**config.mk**
```make
export PLATFORM = sky130hd
export DESIGN_NAME = mem_port_arbiter
export DESIGN_NICKNAME = d
export VERILOG_FILES = /design/src/rtl/mem_port_arbiter.sv
export SDC_FILE = /design/constraint.sdc
export NUM_CORES = 1
export LEC_CHECK = 0
export ABC_CLOCK_PERIOD_IN_PS = 5900
export BUFFER_PORTS_ARGS = -buffer_cell sky130_fd_sc_hd__clkbuf_2
export CORE_MARGIN = 5
export CORE_UTILIZATION = 45
export CTS_BUF_LIST = sky130_fd_sc_hd__clkbuf_16
export DETAILED_ROUTE_END_ITERATION = 12
export PLACE_DENSITY = 0.81
export SLEW_MARGIN = 30
export SYNTH_ARGS = -nofsm -noshare
export SYNTH_HDL_FRONTEND = slang
export SYNTH_SLANG_ARGS = --single-unit
```
**constraint.sdc**
```tcl
create_clock -name clk -period 5.9 [get_ports clk]
set_clock_uncertainty 0.1 [all_clocks]
set_input_delay 0.59 -clock clk [delete_from_list [all_inputs] [get_ports clk]]
set_output_delay 0.59 -clock clk [all_outputs]
set_load 0.02 [all_outputs]
```
**src/rtl/mem_port_arbiter.sv**
```systemverilog
// Single memory port shared by instruction fetch and load/store, one outstanding transaction.
// Data side does lane steering, byte enables, load extension and local alignment rejection.
module mem_port_arbiter (
  input  logic        clk,
  input  logic        rst_n,
  input  logic        if_req,
  input  logic [31:0] if_addr,
  output logic        if_gnt,
  output logic        if_rvalid,
  output logic [31:0] if_rdata,
  output logic        if_err,
  input  logic        d_req,
  input  logic        d_we,
  input  logic [1:0]  d_size,
  input  logic        d_unsigned,
  input  logic [31:0] d_addr,
  input  logic [31:0] d_wdata,
  output logic        d_gnt,
  output logic        d_rvalid,
  output logic [31:0] d_rdata,
  output logic        d_err,
  output logic        mem_req,
  output logic        mem_we,
  output logic [3:0]  mem_be,
  output logic [31:0] mem_addr,
  output logic [31:0] mem_wdata,
  input  logic        mem_gnt,
  input  logic        mem_rvalid,
  input  logic [31:0] mem_rdata
);

  // state | meaning
  // IDLE  | may accept a request
  // REQ   | mem_req driven, waiting for mem_gnt
  // RESP  | waiting for mem_rvalid
  // ERR   | emits a local error response
  typedef enum logic [1:0] {IDLE, REQ, RESP, ERR} state_t;

  state_t      state_q, state_d;
  logic        own_q;       // 1 = data owns the transaction
  logic        last_q;      // 1 = data was granted last
  logic        we_q;
  logic        uns_q;
  logic [1:0]  size_q;
  logic [1:0]  off_q;

  logic        sel_data;
  logic        grant;
  logic        illegal;
  logic [3:0]  be_d;
  logic [31:0] wdata_d;
  logic        rsp_ok;
  logic        rsp_err;
  logic [31:0] lane;
  logic [31:0] ext;

  always_comb begin
    sel_data = d_req && (!if_req || !last_q);
    grant    = (state_q == IDLE) && (if_req || d_req);
    if_gnt   = grant && !sel_data;
    d_gnt    = grant && sel_data;

    illegal = 1'b0;
    be_d    = 4'b1111;
    wdata_d = 32'h0;
    if (sel_data) begin
      case (d_size)
        2'd0: begin
          be_d    = 4'b0001 << d_addr[1:0];
          wdata_d = {4{d_wdata[7:0]}};
        end
        2'd1: begin
          illegal = d_addr[0];
          be_d    = 4'b0011 << d_addr[1:0];
          wdata_d = {2{d_wdata[15:0]}};
        end
        2'd2: begin
          illegal = (d_addr[1:0] != 2'b00);
          wdata_d = d_wdata;
        end
        default: illegal = 1'b1;
      endcase
    end else begin
      illegal = (if_addr[1:0] != 2'b00);
    end
  end

  always_comb begin
    state_d = state_q;
    case (state_q)
      IDLE: if (grant) state_d = illegal ? ERR : REQ;
      REQ:  if (mem_gnt) state_d = RESP;
      RESP: if (mem_rvalid) state_d = IDLE;
      ERR:  state_d = IDLE;
      default: state_d = IDLE;
    endcase
  end

  always_ff @(posedge clk or negedge rst_n) begin
    if (!rst_n) begin
      state_q   <= IDLE;
      own_q     <= 1'b0;
      last_q    <= 1'b0;
      we_q      <= 1'b0;
      uns_q     <= 1'b0;
      size_q    <= 2'd0;
      off_q     <= 2'd0;
      mem_req   <= 1'b0;
      mem_we    <= 1'b0;
      mem_be    <= 4'b0000;
      mem_addr  <= 32'h0;
      mem_wdata <= 32'h0;
    end else begin
      state_q <= state_d;
      if (grant) begin
        own_q  <= sel_data;
        last_q <= sel_data;
        we_q   <= sel_data && d_we;
        uns_q  <= d_unsigned;
        size_q <= sel_data ? d_size : 2'd2;
        off_q  <= sel_data ? d_addr[1:0] : if_addr[1:0];
        if (!illegal) begin
          mem_req   <= 1'b1;
          mem_we    <= sel_data && d_we;
          mem_be    <= be_d;
          mem_addr  <= sel_data ? {d_addr[31:2], 2'b00} : {if_addr[31:2], 2'b00};
          mem_wdata <= (sel_data && d_we) ? wdata_d : 32'h0;
        end
      end else if (state_q == REQ && mem_gnt) begin
        mem_req   <= 1'b0;
        mem_we    <= 1'b0;
        mem_be    <= 4'b0000;
        mem_addr  <= 32'h0;
        mem_wdata <= 32'h0;
      end
    end
  end

  // Load extension: bring the addressed lane down to bit 0 first.
  always_comb begin
    lane = mem_rdata >> {off_q, 3'b000};
    case (size_q)
      2'd0:    ext = uns_q ? {24'h0, lane[7:0]} : {{24{lane[7]}}, lane[7:0]};
      2'd1:    ext = uns_q ? {16'h0, lane[15:0]} : {{16{lane[15]}}, lane[15:0]};
      default: ext = mem_rdata;
    endcase
  end

  always_comb begin
    rsp_ok    = (state_q == RESP) && mem_rvalid;
    rsp_err   = (state_q == ERR);
    if_rvalid = (rsp_ok || rsp_err) && !own_q;
    if_err    = rsp_err && !own_q;
    if_rdata  = (rsp_ok && !own_q) ? mem_rdata : 32'h0;
    d_rvalid  = (rsp_ok || rsp_err) && own_q;
    d_err     = rsp_err && own_q;
    d_rdata   = (rsp_ok && own_q && !we_q) ? ext : 32'h0;
  end

endmodule

```
==> out/results.txt <==
vias in the first global route: 4,870
1st-iter DRT viols: 218
Setup violations, final: 0
setup ws final: 2.48 ns
Slew headroom: 0.420
leakage: 3.62 nW
pin count of the biggest net entering global routing: 78
fmax: 293 MHz
Hold Path Class: input port to asynchronous set/reset pin
Setup crit start: off_q[0]$_DFFE_PN0P_
Sw Ratio: 0.416
Gate power share: 0.480
wirelength, routed: 15,800 um
Total Neg Setup Slack: 0 ns
final routed DRC violation total: 0
launching point of the worst reg2reg path: state_q[0]$_DFFE_PN0P_
GPL Wtd Cong: 0.950
Yosys warnings: 0
fin area: 6620 sq um
crit path time final: 3.42 ns
peak supply drop: 209 uV
maxcap violations: 0
Num CTS Buffers: 9
post-CTS sizing: 0
Mapped Cells: 495
Clk pwr share: 0.211
Worst Tran Pin Value: 0.869 ns
WS Path Type: register to output pin
Layout area overhead: 34.6%
GR Util met2: 0.407
via count: 4,774
Synth area leaders: dfrtp_1, mux2_2, mux2i_1
most frequent cell after synthesis: dfrtp_1
Post-synth EDFFs: 0
die width: 114 um
grt ovf: 0
switching power total: 1.14 mW
proportion of layout cells with a drive suffix above 1: 0.479
die area: 13,100 sq um
Worst Path Arrival: 2.73 ns
Final ANT Viol Nets: 0
WL/cell: 17.8 um
ant diodes: 0
Setup WS pre-CTS: 2.87 ns
worst path required time: 5.21 ns
Max H-tree Level: 3
DP Area: 6300 sq um
routing usage on met1: 0.258
Starting Density: 0.455
Hold Slack: 0.178 ns
CTS max path bufs: 2
core area: 10,800 sq um
Syn Std Cell Area: 4910 sq um
Final #Nets: 884
Root Driver: clkbuf_16
vias per inst: 5.36
register area share after synthesis: 0.392
insertion delay to the later sink of the worst-skew pair: 0.33 ns
hold_buf cts: 0
Worst setup SP type: register
CP endpoint kind: output pin
clk sinks: 77
Post-CTS Setup Repair Bufs: 0
Final Max Tran Viols: 0
sequential power share: 0.308
Final Total Pwr: 2.75 mW
outcome: completed
asr flop ratio synth: 1.00
GRT met3 Usage: 0.0544
Final Hold Fails: 0
area leader, netlist: dfrtp_1
global-route wire length before repair: 24,200 um
Top FF cell, synth: dfrtp_1
CTS tree: yes
Final Cycle Share: 0.579
Netlist cell types: 46
Yosys reg bits: 77
row count: 38
port bufs: 275
RSZ-0062 raised after global routing: false
CP max FO: 20
design internal power: 1.60 mW
Synth top area share: 0.392
IO Pins: 278
initial antenna violation count: 0
all-layer global routing usage: 0.233
clock-pin transition on the worst setup and hold timing paths: 0.06 ns
Die Ht: 114 um
dpl hpwl: 12,500 um
DR pass1 iterations: 4
Synth top cells by count: dfrtp_1, and2_1, mux2i_1
synthesized area per cell: 9.93 sq um
pwr/cell area: 416 nW/um^2
most used routing layer: met2
-- through the flow --
stage	cells	util
6_report	891	0.613
5_1_grt	891	0.613
4_1_cts	891	0.613
3_5_place_dp	875	0.583
3_3_place_gp	875	0.583
2_1_floorplan	496	-
-- sequential cells by signal (all words and copies together), names as in the netlist --
name,count
mem_req,1
uns_q,1
we_q,1
mem_addr,30
last_q,1
state_q,2
mem_wdata,32
mem_be,4
size_q,2
off_q,2
mem_we,1
-- critical path: stages (launching register included) --
cell,delay [ns]
dfrtp_1,0.71
nor2b_1,0.56
o2bb2ai_1,0.21
o2111a_1,0.60
a21o_1,0.16
clkbuf_2,0.17
-- power by group through the flow --
stage | clock network [mW] | logic (mW) | registers [mW]
floorplan | 0 | 0.855 | 0.931
global placement | 0 | 1.29 | 0.843
detailed placement | 0 | 1.33 | 0.855
CTS | 0.594 | 1.33 | 0.848
global route | 0.613 | 1.42 | 0.877
finish | 0.582 | 1.32 | 0.848
-- layout by cell type, fill, tap and decap left out, types with 13 or more instances in the layout --
| cell | synthesis | final |
|---|---|---|
| inv_1 | 28 | 28 |
| clkbuf_2 | 0 | 274 |
| nor2_1 | 35 | 35 |
| o21ai_0 | 19 | 19 |
| mux2i_1 | 41 | 41 |
| a22o_1 | 31 | 31 |
| nand2_1 | 13 | 13 |
| and2_1 | 49 | 49 |
| dfrtp_1 | 77 | 77 |
| a21oi_1 | 30 | 30 |
| mux2_2 | 38 | 38 |
| a21o_1 | 18 | 18 |
-- kinds of logic after synthesis --
group	share of synthesized area
flip-flops	0.392
buffers and inverters	0.0657
AO/OA/AOI/OAI	0.198
AND/OR/NAND/NOR	0.150
multiplexers	0.194
other	0.000763
-- layout make-up --
type                       count  area, sq um
tap                          140          175
multi-input combinational    351         2680
sequential                    77         1930
fill                         943         4180
clock inverter                 7         88.8
timing repair buffer         279         1410
inverter                      28          105
clock buffer                   9          225
-- path summary, 6_finish.rpt --
| path | end | slack [ns] | cells after the start |
|---|---|---|---|
| worst max-delay path | d_rdata[21] | 2.48 | 5 |
| worst min-delay path | mem_wdata[27]$_DFFE_PN0P_ | 0.18 | 1 |
| worst max register to register | mem_addr[31]$_DFFE_PN0P_ | 3.48 | 5 |
| worst min register to register | size_q[0]$_DFFE_PN0P_ | 0.40 | 1 |
| max in group asynchronous | mem_addr[18]$_DFFE_PN0P_ | 5.05 | 1 |
| min in group clk | state_q[0]$_DFFE_PN0P_ | 0.38 | 2 |
-- layer usage --
layer | part of all wire | vias up | wire length [um]
met5 | 0 | - | 0
met4 | 0.043 | 0 | 687
met3 | 0.087 | 43 | 1380
met2 | 0.51 | 223 | 8040
met1 | 0.36 | 2252 | 5710
li1 | - | 2256 | -
Note: power is estimated with default switching activity, not from simulation.
